==> config.mk <==
export PLATFORM = sky130hd
export DESIGN_NAME = alu_share_seq
export DESIGN_NICKNAME = d
export VERILOG_FILES = /design/src/rtl/alu_share_seq_pkg.sv /design/src/rtl/alu_share_seq_rr_arb2.sv /design/src/rtl/alu_share_seq.sv
export SDC_FILE = /design/constraint.sdc
export NUM_CORES = 1
export LEC_CHECK = 0
export ABC_CLOCK_PERIOD_IN_PS = 3700
export BUFFER_PORTS_ARGS = -buffer_cell sky130_fd_sc_hd__buf_2
export CAP_MARGIN = 40
export CORE_AREA = 2 2 105 107
export DETAILED_ROUTE_END_ITERATION = 10
export DIE_AREA = 0 0 107 109
export PLACE_DENSITY = 0.93
export SLEW_MARGIN = 20
export SYNTH_ARGS = -nofsm -noshare
export SYNTH_HDL_FRONTEND = slang
export SYNTH_SLANG_ARGS = --single-unit
==> constraint.sdc <==
create_clock -name clk_i -period 3.7 [get_ports clk_i]
set_input_delay 0.185 -clock clk_i [delete_from_list [all_inputs] [get_ports clk_i]]
set_output_delay 0.185 -clock clk_i [all_outputs]
set_load 0.05 [all_outputs]
==> src/rtl/alu_share_seq_pkg.sv <==
// Shared ALU control codes and the sequencer state type used by the
// ALU time-sharing sequencer and the ALU it drives.
package alu_share_seq_pkg;

  localparam logic [2:0] ALU_AND = 3'd0;
  localparam logic [2:0] ALU_OR  = 3'd1;
  localparam logic [2:0] ALU_ADD = 3'd2;
  localparam logic [2:0] ALU_SUB = 3'd3;
  localparam logic [2:0] ALU_XOR = 3'd4;
  localparam logic [2:0] ALU_SLL = 3'd5;
  localparam logic [2:0] ALU_SRA = 3'd6;
  localparam logic [2:0] ALU_MUL = 3'd7;

  typedef enum logic [1:0] {
    ALUSEQ_IDLE,
    ALUSEQ_EXEC,
    ALUSEQ_RESP
  } aluseq_state_t;

endpackage

==> src/rtl/alu_share_seq_rr_arb2.sv <==
// Two-way round-robin arbiter: a lone valid wins outright; on contention
// the requester named by ptr wins.
module rr_arb2 (
  input  logic [1:0] valid,
  input  logic       ptr,
  output logic [1:0] grant
);

  always_comb begin
    grant = valid;
    if (valid == 2'b11) grant = ptr ? 2'b10 : 2'b01;
  end

endmodule

==> src/rtl/alu_share_seq.sv <==
// Time-shares one ALU between two requesters: round-robin grant, latched
// operands held on the ALU for 1 (or MUL_CYCLES) cycles, valid/ready response.
module alu_share_seq
  import alu_share_seq_pkg::*;
#(
  parameter int unsigned MUL_CYCLES = 3
) (
  input  logic        clk_i,
  input  logic        rst_i,
  input  logic        req0_valid_i,
  input  logic        req1_valid_i,
  output logic        req0_ready_o,
  output logic        req1_ready_o,
  input  logic [2:0]  req0_op_i,
  input  logic [2:0]  req1_op_i,
  input  logic [31:0] req0_a_i,
  input  logic [31:0] req0_b_i,
  input  logic [31:0] req1_a_i,
  input  logic [31:0] req1_b_i,
  output logic        rsp_valid_o,
  input  logic        rsp_ready_i,
  output logic        rsp_id_o,
  output logic [31:0] rsp_data_o,
  output logic [31:0] alu_data1_o,
  output logic [31:0] alu_data2_o,
  output logic [2:0]  alu_ctrl_o,
  input  logic [31:0] alu_data_i,
  output logic        busy_o
);

  localparam int unsigned CNT_W = (MUL_CYCLES > 1) ? $clog2(MUL_CYCLES) : 1;

  aluseq_state_t state, state_next;

  logic [2:0]       op_q;
  logic [31:0]      a_q, b_q, res_q;
  logic             id_q, ptr_q, idle;
  logic [CNT_W-1:0] cnt_q;
  logic [1:0]       grant;
  logic [2:0]       sel_op;
  logic [31:0]      sel_a, sel_b;

  rr_arb2 u_arb (
    .valid ({req1_valid_i, req0_valid_i}),
    .ptr   (ptr_q),
    .grant (grant)
  );

  assign idle   = (state == ALUSEQ_IDLE);
  assign sel_op = grant[1] ? req1_op_i : req0_op_i;
  assign sel_a  = grant[1] ? req1_a_i  : req0_a_i;
  assign sel_b  = grant[1] ? req1_b_i  : req0_b_i;

  always_ff @(posedge clk_i or negedge rst_i) begin
    if (!rst_i) state <= ALUSEQ_IDLE;
    else        state <= state_next;
  end

  always_comb begin
    state_next = state;
    unique case (state)
      ALUSEQ_IDLE: if (|grant)          state_next = ALUSEQ_EXEC;
      ALUSEQ_EXEC: if (cnt_q == '0)     state_next = ALUSEQ_RESP;
      ALUSEQ_RESP: if (rsp_ready_i)     state_next = ALUSEQ_IDLE;
      default:                          state_next = ALUSEQ_IDLE;
    endcase
  end

  // Operand registers keep the last op after completion so the ALU inputs
  // only ever change at a grant.
  always_ff @(posedge clk_i or negedge rst_i) begin
    if (!rst_i) begin
      op_q  <= '0;
      a_q   <= '0;
      b_q   <= '0;
      id_q  <= 1'b0;
      cnt_q <= '0;
      res_q <= '0;
      ptr_q <= 1'b0;
    end else begin
      if (idle && (|grant)) begin
        op_q  <= sel_op;
        a_q   <= sel_a;
        b_q   <= sel_b;
        id_q  <= grant[1];
        cnt_q <= (sel_op == ALU_MUL) ? CNT_W'(MUL_CYCLES - 1) : '0;
      end
      if (state == ALUSEQ_EXEC) begin
        if (cnt_q != '0) cnt_q <= cnt_q - 1'b1;
        else             res_q <= alu_data_i;
      end
      if (state == ALUSEQ_RESP && rsp_ready_i) ptr_q <= ~id_q;
    end
  end

  assign req0_ready_o = idle & grant[0];
  assign req1_ready_o = idle & grant[1];
  assign rsp_valid_o  = (state == ALUSEQ_RESP);
  assign rsp_id_o     = id_q;
  assign rsp_data_o   = res_q;
  assign alu_data1_o  = a_q;
  assign alu_data2_o  = b_q;
  assign alu_ctrl_o   = op_q;
  assign busy_o       = ~idle;

endmodule

Yosys cells after proc, flatten, opt, wreduce, memory -nomap -nowiden
Cells that the tools add are included.
{"block": "classes", "n_eq_ne": 7, "n_addsub": 1, "muxes": 13, "reduce_logical": 8, "bitwise": 5}
{"cell": "2-to-1 mux 32 bit", "count": 2}
{"cell": "2-to-1 mux 2 bit", "count": 9}
{"cell": "one-hot mux 2 bit (3 select lines)", "count": 1}
{"cell": "equality test 2 bit (second input constant)", "count": 2}
{"cell": "zero test 2 bit", "count": 2}
{"cell": "!= test 2 x 1 -> 1 bit (second input constant)", "count": 2}
{"cell": "equality test 3 bit (second input constant)", "count": 1}
{"cell": "2-to-1 mux 3 bit", "count": 1}
{"cell": "inverter 1 bit", "count": 3}
{"cell": "AND reduction 3 bit", "count": 1}
{"cell": "AND 1 bit", "count": 2}
{"cell": "equality test 2 x 1 -> 1 bit (second input constant)", "count": 1}
{"cell": "logical AND 1 bit", "count": 2}
{"cell": "!= test 2 bit (second input constant)", "count": 1}
{"cell": "AND reduction 2 bit", "count": 1}
{"cell": "nonzero test 2 bit", "count": 1}
{"cell": "OR reduction 2 bit", "count": 1}
{"cell": "subtractor 2 x 1 -> 2 bit (second input constant)", "count": 1}
{"block": "totals", "regBits": 105, "input_bits": 171, "elab_cells": 42, "output_inout_bits": 104}

Logic depth before layout (Yosys ltp)
{"block": "logic_depth", "depth_word": 8, "ltp_mapped": 7, "ltp_nobuf": 4}

By module
A second synthesis with hierarchy kept.
{"block": "unflattened", "cells_unflattened": 320, "hier_area_um2": 4835.9}
{"mod": "alu_share_seq", "cells_per_inst": 317, "n_inst": 1, "seq_area_each_um2": 2627.5, "area_each_um2": 4817.1}
{"mod": "rr_arb2", "cells_per_inst": 3, "n_inst": 1, "seq_area_each_um2": 0.0, "area_each_um2": 18.8}

Least setup slack after synthesis
OpenSTA, ideal clock, no wires.
{"block": "synth_path", "path_type": "reg-to-reg", "startpoint": "register state[0]", "endpoint": "register id_q (netlist: rsp_id_o)", "period_less_slack_ps": 2420, "path_stages_with_launch": 5, "setup_slack_ps": 1280, "setup_time_ps": 186, "required_time_ps": 3514, "t_arrival_ps": 2234, "path_buffers": 0, "path_cell_list": "dfrtp_1 > nor2_1 > inv_1 > a211oi_1 > nor2_1"}
{"block": "synth_between", "elab_chain_cells": 2}
{"element": "start, declared", "line": "alu_share_seq.sv:33", "source": "aluseq_state_t state, state_next;"}
{"element": "start signal, assigned", "line": "alu_share_seq.sv:56", "source": "else state <= state_next;"}
{"element": "zero test 2 bit", "line": "alu_share_seq.sv:49", "source": "assign idle = (state == ALUSEQ_IDLE);"}
{"element": "logical AND 1 bit", "line": "alu_share_seq.sv:81", "source": "if (idle && (|grant)) begin"}
{"element": "end signal, assigned", "line": "alu_share_seq.sv:85", "source": "id_q <= grant[1];"}
{"element": "end, declared", "line": "alu_share_seq.sv:37", "source": "logic id_q, ptr_q, idle;"}
Every way passes these cells.
A chain may end at the register's enable or synchronous reset.

Worst setup path in the final report
{"block": "layout_path", "startpoint": "register ptr_q", "endpoint": "output port req1_ready_o"}
{"block": "layout_between", "elab_chain_cells": 3}
{"element": "start, declared", "line": "alu_share_seq.sv:37"}
{"element": "start signal, assigned", "line": "alu_share_seq.sv:92", "source": "if (state == ALUSEQ_RESP && rsp_ready_i) ptr_q <= ~id_q;"}
{"element": "2-to-1 mux 2 bit (2 in a row)", "line": "alu_share_seq_rr_arb2.sv:11", "source": "if (valid == 2'b11) grant = ptr ? 2'b10 : 2'b01;"}
{"element": "AND 1 bit", "line": "alu_share_seq.sv:97", "source": "assign req1_ready_o = idle & grant[1];"}
{"element": "end, declared", "line": "alu_share_seq.sv:13", "source": "output logic req1_ready_o,"}
Every way passes these cells.

==> results.cfg <==
[run_status]
status = finished, final reports clean

[setup_path]
r2r-start = ptr_q
crit_start = ptr_q
crit_fanout = 31
path_delay_family = compound AO/OA/AOI/OAI gates
crit_chain = o21ai_4 > buf_12 > nor2_1 > buf_2
required_ns = 3.51
worstPathArrival_ns = 2.02
critPathLaunchType = register
end_kind = primary output
slowest_stage = o21ai_4
slowest_delay_ns = 0.64
crit_type = reg2out
timing.critical_path.buf_inv = 2

[timing]
relSlewSlack_pct = 48.58
skew_ns = 0.01317
layout_min_cycle_time_ns = 2.202
slew_violations = 0
timing.setup.tns_ns = 0
worst_slew_pin_slew_ns = 0.7683
period_share_pct = 59.52
final_hold_viol_count = 0
setup_viol = 0
clock.fmax_mhz = 454.1
rsz0062_at_grt = false

[detailed_routing]
route.final.wire_length_um = 11560
drc = 0
avgRoutedWirePerCell_um = 14.38
drtPass1Iterations = 4
ant_nets = 0
drt_iter0_drc = 140
vias_per_cell = 4.786
via_count = 3848

[layout]
fillers = 911
fin_nets = 830
regArea_um2 = 2628
area_growth_pct = 36.82
diodes = 0
fin_util_pct = 59.29
multi_input_area_um2 = 1792
drive_gt1_share_pct = 50.15

[power]
vdd_ir_drop_max_uv = 718.8
power_density_nw_per_um2 = 1062
cellLeakagePower_nw = 3.400

[clock_network]
clk_path_buf_depth = 2
cts_max_level = 3
clock_latency_ns = 0.36
cts_sinks = 105
post_cts_buffers = 0
root_buffer = clkbuf_8
cts_resized = 0
clk_pin_slew_ns = 0.10
cts_hold_buf = 1
cts_tree = done
cts_buffers = 9

[logic_synthesis]
synth_compound_area_share_pct = 8.878
syn_area_per_cell_um2 = 11.72
synth-seq-area-share_pct = 57.19
async_reset_ff_share_pct = 100.0
synth_ff_type = dfrtp_1
synthXorXnorAreaFrac_pct = 0
synth_fp_nets = 563
syn_area_um2 = 4594
synthAdderAreaFrac_pct = 0
muxShareOfSynthArea_pct = 22.69
synth_top_family_by_area = multiplexers
synth-edff-count = 0
synth_seq_cells = 105
ys_warn_count = 0
syn_inst = 392
yosys.area_share.simple_pct = 7.026
synth_cell_types = 25

[hold_path]
hold_class = in2reg
worst_hold_startpoint = alu_data_i[14]

[placement]
io_buffers = 274
dp_hpwl_um = 9021
place_congestion = 0.8172

[die]
dieWidth_um = 107
start_util_pct = 43.33
fp.dieArea_um2 = 11660
rows = 38
coreArea_um2 = 10600
die_h_um = 109
ios = 275

[global_routing]
grt_pass1_vias = 3730
grt_use_total_pct = 19.48
grt_max_degree = 71
grt-ovfl-total = 0
antenna_found_initial = 0
grt_pass1_wl_um = 17640

[flow_run]
drv_cap = 0
through the flow:
step           hold WS (ns)  instances  power (mW)  setup slack, ns  instance area (um^2)
4_1_cts             0.02813        804       6.747            1.447                  6286
2_1_floorplan       -0.1106        392       5.044            1.280                  4594
6_report            0.05061        804       6.674            1.498                  6286
3_5_place_dp         0.1942        787       5.967            1.615                  6057
5_1_grt             0.02230        804       7.053            1.334                  6286
3_3_place_gp         0.1943        787       5.858            1.709                  6057
layout make-up:
| class | count | area share, % |
|---|---|---|
| Sequential cell | 105 | 41.80 |
| Multi-Input combinational cell | 258 | 28.50 |
| Timing Repair Buffer | 282 | 23.25 |
| Tap cell | 140 | 2.787 |
| Clock buffer | 10 | 2.030 |
| Clock inverter | 6 | 1.453 |
| Inverter | 3 | 0.1791 |
cells in the mapped netlist, types with 2 or more instances:
library cell | count | area, um^2
dfrtp_1 | 105 | 2628
nand2_1 | 68 | 255.2
mux2i_1 | 67 | 670.6
o21ai_0 | 59 | 295.3
mux2_2 | 32 | 360.4
o21ai_1 | 13 | 65.06
buf_4 | 9 | 67.56
buf_6 | 6 | 67.56
clkbuf_1 | 6 | 22.52
buf_2 | 5 | 25.02
nor2_1 | 4 | 15.01
nand3_1 | 3 | 15.01
a21oi_1 | 2 | 10.01
inv_1 | 2 | 7.510
report_power, final:
group	switching [mW]	total [mW]	internal, mW
Combinational	2.91	3.89	0.982
Sequential	0.298	2.02	1.72
Clock	0.385	0.770	0.385
state kept, by name, summed over array words and instances (netlist names):
register	count
alu_data1_o	32
alu_data2_o	32
rsp_data_o	32
alu_ctrl_o	3
cnt_q	2
state	2
ptr_q	1
rsp_id_o	1
cell usage in the layout, fill, tap and decap left out, types with 2 or more instances in the layout:
cell / synthesis / layout
buf_2: 5 / 273
bufinv_16: 0 / 2
mux2i_1: 67 / 67
mux2_2: 32 / 32
nor2_1: 4 / 4
buf_4: 9 / 6
nand3_1: 3 / 3
nand2_1: 68 / 68
o21ai_4: 0 / 2
dfrtp_1: 105 / 105
o21ai_1: 13 / 12
o21ai_0: 59 / 59
clkinvlp_4: 0 / 2
inv_1: 2 / 2
clkbuf_8: 0 / 9
a21oi_1: 2 / 2
buf_12: 0 / 2
routing by layer:
| metal | vias up | wire length, um | track usage (%) |
|---|---|---|---|
| li1 | 1888 | - | - |
| met1 | 1768 | 4464 | 21.71 |
| met2 | 168 | 6072 | 35.58 |
| met3 | 24 | 745 | 4.244 |
| met4 | 0 | 278 | 8.998 |
| met5 | - | 0 | 0 |
path summary, 6_finish.rpt:
check	to	slack, ns	cells past startpoint
worst min register to register	alu_data2_o[18]	0.48	2
max in group asynchronous	alu_data1_o[9]	2.51	3
worst max-delay path	req1_ready_o	1.50	4
worst min-delay path	rsp_data_o[14]	0.05	2
min in group asynchronous	rsp_data_o[13]	0.35	2
worst max register to register	alu_ctrl_o[2]	1.61	4
kinds of logic (layout without fill, tap and decap cells):
logic type	count (synthesis)	in the layout
muxes	100	100
and+or+nand+nor	79	79
DFF	105	105
buffers and inverters	29	301
AOI/OAI and AO/OA	79	79
No activity file was read; power rests on OpenSTA's default activity.
